[src/rtl/mult_share_arbiter.sv]
// ---------------------------------------------------------------------------
// mult_share_arbiter
//
// Purpose:
//   Shares a single pipelined integer multiplier (instantiated next to this
//   block) among NREQ requesters. A round-robin arbiter accepts at most one
//   operand pair per cycle and registers it onto the multiplier inputs. A tag
//   shift register, MULT_LAT+1 stages long, follows each operand pair through
//   the multiplier. When the pair reaches the last stage, the matching product
//   is on mult_c, and the tag steers it back to the requester that issued it.
//   A small RUN/DRAIN/IDLE FSM stops new issue on request. It reports idle once
//   every issued product has come back, so the owning controller can
//   reconfigure or idle the datapath safely.
//
// Parameters:
//   W         operand width (must match the multiplier operand width)
//   NREQ      number of requesters, 2..8
//   MULT_LAT  multiplier latency in clock edges
//   CNT_W     width of the accepted-request counter
//
// Ports:
//   clk         clock, all state changes on the rising edge
//   reset       asynchronous, active-low reset
//   req_valid   per-requester request valid
//   req_a/req_b packed operands, requester i at [i*W +: W]
//   req_ready   one-hot grant; handshake = req_valid[i] & req_ready[i]
//   mult_a/b    registered operands driven into the multiplier
//   mult_c      multiplier product
//   resp_valid  one-hot owner of the product currently on resp_data
//   resp_data   product (direct copy of mult_c)
//   drain_req   stop issuing and empty the multiplier pipeline
//   idle        high while the FSM sits in IDLE
//   inflight    number of products currently inside the multiplier
//   issue_cnt   number of accepted requests, wraps modulo 2^CNT_W
// ---------------------------------------------------------------------------
module mult_share_arbiter #(
    parameter int W        = 64,
    parameter int NREQ     = 4,
    parameter int MULT_LAT = 3,
    parameter int CNT_W    = 32
) (
    input  logic                          clk,
    input  logic                          reset,
    input  logic [NREQ-1:0]               req_valid,
    input  logic [NREQ*W-1:0]             req_a,
    input  logic [NREQ*W-1:0]             req_b,
    output logic [NREQ-1:0]               req_ready,
    output logic [W-1:0]                  mult_a,
    output logic [W-1:0]                  mult_b,
    input  logic [2*W-1:0]                mult_c,
    output logic [NREQ-1:0]               resp_valid,
    output logic [2*W-1:0]                resp_data,
    input  logic                          drain_req,
    output logic                          idle,
    output logic [$clog2(MULT_LAT+2)-1:0] inflight,
    output logic [CNT_W-1:0]              issue_cnt
);

    localparam int ID_W  = (NREQ > 1) ? $clog2(NREQ) : 1;
    localparam int INF_W = $clog2(MULT_LAT + 2);
    localparam int LAST  = MULT_LAT;

    typedef enum logic [1:0] {
        ST_RUN   = 2'd0,
        ST_DRAIN = 2'd1,
        ST_IDLE  = 2'd2
    } state_t;

    genvar gi;

    // ---------------------------------------------------------------------
    // State
    // ---------------------------------------------------------------------
    state_t             state_reg;
    logic               idle_reg;
    logic [ID_W-1:0]    last_grant_reg;
    logic [W-1:0]       mult_a_reg;
    logic [W-1:0]       mult_b_reg;
    logic [MULT_LAT:0]  tag_valid_reg;
    logic [ID_W-1:0]    tag_id_reg [MULT_LAT+1];
    logic [INF_W-1:0]   inflight_reg;
    logic [CNT_W-1:0]   issue_cnt_reg;

    // ---------------------------------------------------------------------
    // Combinational arbitration
    // ---------------------------------------------------------------------
    logic               run_ok;
    logic [NREQ-1:0]    elig_req;
    logic [NREQ-1:0]    higher_mask;
    logic [NREQ-1:0]    masked_req;
    logic [NREQ-1:0]    pick_src;
    logic [NREQ-1:0]    grant_onehot;
    logic [ID_W-1:0]    grant_id;
    logic               handshake;
    logic               retire;
    logic [W-1:0]       sel_a;
    logic [W-1:0]       sel_b;
    logic [INF_W-1:0]   inflight_next;

    // Grants are only offered in RUN and not in a cycle that drain_req is
    // high. Gating with reset keeps req_ready low during reset. Without it,
    // the FSM's reset state (RUN) would already expose grants.
    assign run_ok   = reset && (state_reg == ST_RUN) && !drain_req;
    assign elig_req = run_ok ? req_valid : '0;

    // Requesters with a higher index than the last winner are searched first.
    // If none of them is asking, the search wraps to the lowest index.
    generate
        for (gi = 0; gi < NREQ; gi++) begin : g_mask
            assign higher_mask[gi] = (ID_W'(gi) > last_grant_reg);
        end
    endgenerate

    assign masked_req = elig_req & higher_mask;
    assign pick_src   = (|masked_req) ? masked_req : elig_req;
    // Isolate the lowest set bit; the result is a one-hot (or zero) grant.
    assign grant_onehot = pick_src & (~pick_src + NREQ'(1));
    assign handshake    = |grant_onehot;

    always_comb begin
        grant_id = '0;
        sel_a    = '0;
        sel_b    = '0;
        for (int i = 0; i < NREQ; i++) begin
            if (grant_onehot[i]) begin
                grant_id = ID_W'(i);
                sel_a    = req_a[i*W +: W];
                sel_b    = req_b[i*W +: W];
            end
        end
    end

    // A tag leaves the pipeline on the edge that follows its product
    // appearing on mult_c.
    assign retire        = tag_valid_reg[LAST];
    assign inflight_next = inflight_reg + INF_W'(handshake) - INF_W'(retire);

    // ---------------------------------------------------------------------
    // Issue datapath, tag pipeline and counters
    // ---------------------------------------------------------------------
    always_ff @(posedge clk or negedge reset) begin
        if (!reset) begin
            mult_a_reg     <= '0;
            mult_b_reg     <= '0;
            last_grant_reg <= ID_W'(NREQ - 1);   // requester 0 searched first
            tag_valid_reg  <= '0;
            for (int i = 0; i <= MULT_LAT; i++) begin
                tag_id_reg[i] <= '0;
            end
            inflight_reg   <= '0;
            issue_cnt_reg  <= '0;
        end else begin
            if (handshake) begin
                mult_a_reg     <= sel_a;
                mult_b_reg     <= sel_b;
                last_grant_reg <= grant_id;
                issue_cnt_reg  <= issue_cnt_reg + CNT_W'(1);
            end
            // A bubble (valid=0) enters on cycles without a handshake, so the
            // tag position always matches the product position in the
            // multiplier.
            tag_valid_reg <= {tag_valid_reg[MULT_LAT-1:0], handshake};
            tag_id_reg[0] <= grant_id;
            for (int i = 1; i <= MULT_LAT; i++) begin
                tag_id_reg[i] <= tag_id_reg[i-1];
            end
            inflight_reg <= inflight_next;
        end
    end

    // ---------------------------------------------------------------------
    // Drain FSM
    // ---------------------------------------------------------------------
    // DRAIN keeps going to IDLE even if drain_req drops early. The controller
    // therefore always sees one idle cycle before issue resumes.
    always_ff @(posedge clk or negedge reset) begin
        if (!reset) begin
            state_reg <= ST_RUN;
            idle_reg  <= 1'b0;
        end else begin
            case (state_reg)
                ST_RUN: begin
                    if (drain_req) begin
                        state_reg <= ST_DRAIN;
                    end
                end
                ST_DRAIN: begin
                    if ((inflight_reg == '0) && !retire) begin
                        state_reg <= ST_IDLE;
                        idle_reg  <= 1'b1;
                    end
                end
                ST_IDLE: begin
                    if (!drain_req) begin
                        state_reg <= ST_RUN;
                        idle_reg  <= 1'b0;
                    end
                end
                default: begin
                    state_reg <= ST_RUN;
                    idle_reg  <= 1'b0;
                end
            endcase
        end
    end

    // ---------------------------------------------------------------------
    // Response routing
    // ---------------------------------------------------------------------
    generate
        for (gi = 0; gi < NREQ; gi++) begin : g_resp
            assign resp_valid[gi] = tag_valid_reg[LAST] &&
                                    (tag_id_reg[LAST] == ID_W'(gi));
        end
    endgenerate

    assign resp_data = mult_c;
    assign req_ready = grant_onehot;
    assign mult_a    = mult_a_reg;
    assign mult_b    = mult_b_reg;
    assign idle      = idle_reg;
    assign inflight  = inflight_reg;
    assign issue_cnt = issue_cnt_reg;

endmodule

[config.mk]
export PLATFORM = sky130hd
export DESIGN_NAME = mult_share_arbiter
export DESIGN_NICKNAME = d
export VERILOG_FILES = /design/src/rtl/mult_share_arbiter.sv
export SDC_FILE = /design/constraint.sdc
export NUM_CORES = 1
export LEC_CHECK = 0
export BUFFER_PORTS_ARGS = -buffer_cell sky130_fd_sc_hd__buf_2
export CORE_AREA = 10 10 356 358
export DETAILED_ROUTE_END_ITERATION = 10
export DIE_AREA = 0 0 366 368
export PLACE_DENSITY = 0.3
export SYNTH_ARGS = -nofsm -noshare
export SYNTH_HDL_FRONTEND = slang
export SYNTH_SLANG_ARGS = --single-unit
[constraint.sdc]
create_clock -name clk -period 2.3 [get_ports clk]
set_input_delay 0.575 -clock clk [delete_from_list [all_inputs] [get_ports clk]]
set_output_delay 0.575 -clock clk [all_outputs]
set_load 0.02 [all_outputs]
==> results.md, run 1 <==
* Outcome: finished, violations left
* Failing checks: setup timing
* Antenna violations before repair at 20
* Final worst slack at -0.326 ns
* CTS hold repair buffers at 0
* Design area at 18100 µm²
* Dominant synthesized flop cell: dfrtp_1
* Met3 Usage GRT at 0.0438
* Root buffer cell: clkbuf_16
* EDFF count, synth at 0
* Deepest clock path buffer count at 2
* Commonest cells in the netlist: 178 x dfrtp_1, 142 x nor2_1
* First-pass GRT wire length at 101 mm
* Final setup fails at 132
* DR vias/cell at 3.54
* Mapped cell area at 10300 µm²
* Min-Delay Path Class: in -> async
* Post-detail-place hpwl at 58.8 mm
* Initial DRT Pass Iterations at 5
* VDD IR-drop max at 0.000694 V
* Yosys cell types at 45
* Final Cycle Share at 1.14
* Syn_nets at 1719
* Number of global-route vias before repair at 12500
* Count leader, synth: dfrtp_1
* Wire per inst at 23.2 µm
* Final net count at 2332
* Largest net degree at the start of global routing at 102
* Combinational cell fraction of total power at 0.484
* Async SR Flop Fraction at 1.00
* Switch share at 0.456
* Dpl cell area at 15400 µm²
* Max-slew headroom at 0.465
* Largest area contributor in the netlist: dfrtp_1
* Antenna viol nets, final at 0
* Total core area at 119000 µm²
* Internal power at 8.80 mW
* Max-cap violations at 0
* Synthesized area per cell at 9.61 µm²
* Synth Warn # at 0
* Final Hold Viols at 0
* Sequential area share after synthesis at 0.439
* Yosys top cell area share at 0.434
* Setup Crit Path Kind: reg -> out
* H-tree Lvls at 4
* Clock power frac at 0.189
* Clock Skew at 0.0157 ns
* Fin crit period at 2.63 ns
* CP endpoint kind: primary output
* Min Hold Slack at 0.142 ns
* P_sw at 7.38 mW
* GP Congestion at 0.880
* Crit-path max FO at 3
* Die width at 366 µm
* CTS tree: done
* Met1 Use GR at 0.117
* Via Count at 11700
* Worst endpoint data arrival time at 2.05 ns
* FP Rows at 127
* Gr busiest metal: met2
* Number of port buffers at 690
* Post-synthesis cell count at 1068
* Routed WL at 76.8 mm
* Die Ht at 368 µm
* Die Footprint at 135000 µm²
* DR DRC count at 0
* I/O pins at 947
* CTS clock-pin slew for the worst setup and hold paths at 0.08 ns
* Setup tns final at -19.13 ns
* Synth area leaders: dfrtp_1 43%, a221oi_1 11%, a211oi_1 9.4%
* WP data required at 1.73 ns
* GRT overflow at 0
* Worst-Margin Slew at 0.802 ns
* Num CTS Buffers at 17
* Fillers at 13600
* Peak Freq at 381 MHz
* Clk sinks at 180
* Initial Util at 0.0860
* Slew Viols, Final at 0
* Reg2Reg Depth at 12
* Setup crit start kind: flop
* Tot GR Track Use at 0.105
* Util after Layout at 0.151
* Clk_lat worst skew at 0.54 ns
* RSZ-0062 raised after global routing: yes
* P_leak at 8.09 nW
* Synth-to-layout area growth at 76.1%
* Sequential share of power at 0.327
* FF+latch count, synth at 180
* Power density over cell area at 895 nW/µm²
* Met2 usage at 0.179
* Layout cell share with drive strength beyond 1 at 0.624
* 1st-iter DRT viols at 497
-- layout make-up --
type	instances	area [µm²]	share of cell area
Clock inverter	13	118	0.00651
Sequential cell	180	4510	0.249
Multi-Input combinational cell	651	5630	0.312
Tap cell	1612	2020	0.112
Antenna cell	3	7.51	0.000415
Clock buffer	19	433	0.0240
Timing Repair Buffer	823	5330	0.295
Inverter	8	32.5	0.00180
-- metrics by stage --
step	worst slack, ns	power (mW)	cells
floorplan	0.00732	9.30	1068
global placement	-0.340	12.7	3225
detailed placement	-0.374	12.7	3225
CTS	-0.437	16.1	3285
global route	-0.464	17.3	3306
finish	-0.326	16.2	3309
-- critical path: stages (launching register included) --
cell and delay (ns):
dfrtp_1 0.43, nor4b_4 0.33, or2b_1 0.30, nor3b_4 0.23
buf_12 0.13, buf_8 0.10
-- power groups by stage --
stage	clock [mW]	sequential (mW)	combinational, mW
2_1_floorplan	0	6.72	2.58
3_3_place_gp	0	5.34	7.32
3_5_place_dp	0	5.33	7.34
4_1_cts	3.28	5.31	7.51
5_1_grt	3.35	5.46	8.47
6_report	3.05	5.29	7.83
-- routing by layer --
layer / share of wire / up-vias
li1: - / 5252
met2: 0.49 / 618
met3: 0.085 / 127
met5: 0.00052 / -
met1: 0.39 / 5726
met4: 0.034 / 6
-- cell usage in the layout (no fill, tap or decap), drive strengths merged, types with 2 or more instances in the layout --
cell type  Yosys  final
xor2          16     16
and3           8      8
nor2b          3      3
nor2         142    142
xnor2         17     17
a211oi       128    128
inv            8     13
nor3b          2      2
dfstp          2      2
diode          0      3
a221oi       128    128
buf          159    818
dfrtp        178    178
o21ai          4      4
nor4           2      2
nor3          14     14
o22ai        128    128
o311a          2      2
nand2         23     23
clkinvlp       0      3
nand3          9      9
or2b           2      2
or4b           2      2
clkinv         0      5
nand4          3      3
ha             3      3
clkbuf        70     24
and4           4      4
-- worst paths after layout --
kind	startpoint	to	slack [ns]
worst min-delay path	reset	mult_b[49]	0.14
min in group clk	tag_id_reg[6]	tag_id_reg[4]	0.35
worst min register to register	tag_id_reg[6]	tag_id_reg[4]	0.35
worst max register to register	state_reg[0]	mult_b[31]	-0.24
max in group asynchronous	reset	mult_a[54]	0.96
worst max-delay path	state_reg[0]	req_ready[0]	-0.33
-- logic make-up after synthesis --
family / after synthesis / share of synthesized area
and+or+nand+nor: 220 / 0.101
xor gates and xnor gates: 33 / 0.0282
muxes: 1 / 0.00110
AOI/OAI and AO/OA: 393 / 0.287
DFF: 180 / 0.439
adders and majority gates: 4 / 0.00561
buffers and inverters: 237 / 0.138
-- timing repair --
action,4_1_cts,5_1_grt
buffers inserted,19,22
resized for setup,85,184
cloned,10,4
pin swaps,15,66
setup endpoints to repair,85,143
(Power assumes the default switching activity.)
==> run 2, diff against run 1 <==
--- a/config.mk
+++ b/config.mk
@@ -6,9 +6,9 @@
 export NUM_CORES = 1
 export LEC_CHECK = 0
 export BUFFER_PORTS_ARGS = -buffer_cell sky130_fd_sc_hd__buf_2
-export CORE_AREA = 10 10 356 358
+export CORE_AREA = 4 4 371 373
 export DETAILED_ROUTE_END_ITERATION = 10
-export DIE_AREA = 0 0 366 368
+export DIE_AREA = 0 0 375 377
 export PLACE_DENSITY = 0.3
 export SYNTH_ARGS = -nofsm -noshare
 export SYNTH_HDL_FRONTEND = slang
==> results.md, run 2 (synthesis gave the netlist of run 1 again) <==
* Outcome: finished, violations left (unchanged)
* Failing checks: setup timing (unchanged)
* Final worst slack at -0.258 ns (was -0.326 ns)
* Total core area at 135000 µm² (was 119000 µm²)
* Critical-path cell list: nor4b_4, buf_4, or2b_1, nor3b_4, buf_6 (was nor4b_4, or2b_1, nor3b_4, buf_12, buf_8)
* Layout cell share with drive strength beyond 1 at 0.531 (was 0.624)
* DR DRC count at 0 (unchanged)
* Total chip power at 15.9 mW (was 16.2 mW)
* H-tree Lvls at 4 (unchanged)
* Worst-Margin Slew at 0.628 ns (was 0.802 ns)
* Initial DRT Pass Iterations at 4 (was 5)
* Design area at 16900 µm² (was 18100 µm²)
* Setup slack at placement at -0.418 ns (was -0.374 ns)
* Routed WL at 73.3 mm (was 76.8 mm)
* Setup tns final at -1.62 ns (was -19.13 ns)
* Peak Freq at 391 MHz (was 381 MHz)
* Num CTS Buffers at 17 (unchanged)
* Die Ht at 377 µm (was 368 µm)
* FP Rows at 135 (was 127)
* First-pass GRT wire length at 98.6 mm (was 101 mm)
* Initial Util at 0.0762 (was 0.0860)
* Clock power frac at 0.203 (was 0.189)
* CP endpoint kind: primary output (unchanged)
* I/O pins at 947 (unchanged)
* Combinational cell fraction of total power at 0.464 (was 0.484)
* GP Congestion at 0.779 (was 0.880)
* Setup Crit Path Kind: reg -> out (unchanged)
* Tot GR Track Use at 0.100 (was 0.105)
* Final Hold Viols at 0 (unchanged)
* Min Hold Slack at 0.0785 ns (was 0.142 ns)
* GRT overflow at 0 (unchanged)
* CTS hold repair buffers at 0 (unchanged)
* Crit-path max FO at 5 (was 3)
* Die Footprint at 141000 µm² (was 135000 µm²)
* 1st-iter DRT viols at 458 (was 497)
* Fin crit period at 2.56 ns (was 2.63 ns)
* Synth-to-layout area growth at 64.9% (was 76.1%)
* Final Cycle Share at 1.11 (was 1.14)
* Largest net degree at the start of global routing at 89 (was 102)
* Commonest non-fill, non-tap cell in the layout: buf_2 (unchanged)
* CTS clock-pin slew for the worst setup and hold paths at 0.09 ns (was 0.08 ns)
* Dpl cell area at 16000 µm² (was 15400 µm²)
* Internal power at 8.73 mW (was 8.80 mW)
* WP data required at 1.73 ns (about the same)
* Clk_lat worst skew at 0.51 ns (was 0.54 ns)
* Post-detail-place hpwl at 61.1 mm (was 58.8 mm)
* DR vias/cell at 3.26 (was 3.54)
* Slew Viols, Final at 0 (unchanged)
* Via Count at 11400 (was 11700)
* VDD IR-drop max at 0.000502 V (was 0.000694 V)
* Reg2reg start: state_reg[0] (unchanged)
* Clk sinks at 180 (unchanged)
* Die width at 375 µm (was 366 µm)
* Area of the multi-input gates at 4490 µm² (was 5630 µm²)
* P_leak at 7.50 nW (was 8.09 nW)
* Deepest clock path buffer count at 2 (unchanged)
* Critical path origin: state_reg[0] (unchanged)
* Fillers at 15500 (was 13600)
* Root buffer cell: clkbuf_16 (unchanged)
* Worst endpoint data arrival time at 1.98 ns (was 2.05 ns)
* Sequential share of power at 0.333 (was 0.327)
* Final net count at 2354 (was 2332)
* CTS tree: done (unchanged)
* P_sw at 7.14 mW (was 7.38 mW)
* Power density over cell area at 938 nW/µm² (was 895 nW/µm²)
* Max-slew headroom at 0.582 (was 0.465)
* Antenna viol nets, final at 0 (unchanged)
* Final setup fails at 15 (was 132)
* Wire per inst at 20.9 µm (was 23.2 µm)
* Clock Skew at 0.0170 ns (was 0.0157 ns)
* Most frequent cells in the layout: 685 x buf_2, 178 x dfrtp_1, 139 x nor2_1 (was 685 x buf_2, 178 x dfrtp_1, 138 x nor2_1)
* Number of port buffers at 690 (unchanged)
* Number of global-route vias before repair at 12100 (was 12500)
* Switch share at 0.450 (was 0.456)
* Slowest Stage Delay on Critical Path at 0.42 ns (was 0.43 ns)
* Min-Delay Path Class: in -> async (unchanged)
* Antenna violations before repair at 23 (was 20)
* RSZ-0062 raised after global routing: yes (unchanged)
* Slowest cell on crit path: dfrtp_1 (unchanged)
* Setup crit start kind: flop (unchanged)
* Storage cell area at 4510 µm² (unchanged)
* Max-cap violations at 0 (unchanged)
[run 2: changes by cell type in the layout (fill, tap and decap cells not counted), moves of 7 or more]
cell      delta
a221oi_2    -99
buf_6        -7
buf_8        -9
buf_16      -14
a211oi_2    -61
a221oi_1   +113
a211oi_1    +61
buf_4       +57
a221oi_4    -14
[run 2: path summary, 6_finish.rpt]
check | to | slack (ns) | cells after the start
max | req_ready[0] | -0.26 | 5
min | mult_b[51] | 0.08 | 2
max in group asynchronous | mult_a[61] | 1.31 | 3
max reg2reg | mult_a[39] | -0.07 | 9
min in group clk | tag_id_reg[4] | 0.34 | 0
min reg2reg | tag_id_reg[4] | 0.34 | 0
[run 2: timing repair]
item / CTS / global route
hold endpoints to repair: 0 / 0
buffers inserted: 11 / 4
resized for setup: 24 / 13
endpoints found under the setup margin: 131 / 145
pin swaps: 6 / 8
cloned: 2 / 0
[run 2: final cells by class]
| type | count | share of cell area |
|---|---|---|
| Antenna cell | 2 | 0.000296 |
| Clock buffer | 18 | 0.0259 |
| Clock inverter | 14 | 0.00887 |
| Inverter | 8 | 0.00207 |
| Multi-Input combinational cell | 651 | 0.265 |
| Sequential cell | 180 | 0.266 |
| Tap cell | 1781 | 0.132 |
| Timing Repair Buffer | 845 | 0.300 |
[run 2: worst max-delay path, delay by kind of cell, from the launching register on]
kind,cells,cell delay (ns)
buf+inv,2,0.33
flops,1,0.42
simple gates,3,0.72
[run 2: routing by layer]
layer | track usage | wire length, µm
met4 | 0.0392 | 2350
met3 | 0.0410 | 6620
met5 | 0 | 71
met2 | 0.165 | 34800
met1 | 0.115 | 29400
[run 2: per-stage QoR]
stage | std cells | utilization
detailed placement | 3448 | 0.119
floorplan | 1068 | -
global route | 3497 | 0.126
finish | 3499 | 0.126
CTS | 3493 | 0.125
global placement | 3448 | 0.119
[run 2: power by group through the flow]
stage                     Clock (mW)  Sequential (mW)  Combinational (mW)
after global routing            3.56             5.46                8.07
after detailed placement           0             5.35                7.47
after global placement             0             5.38                7.50
after CTS                       3.48             5.31                7.57
final                           3.22             5.29                7.36
after floorplan                    0             6.72                2.58
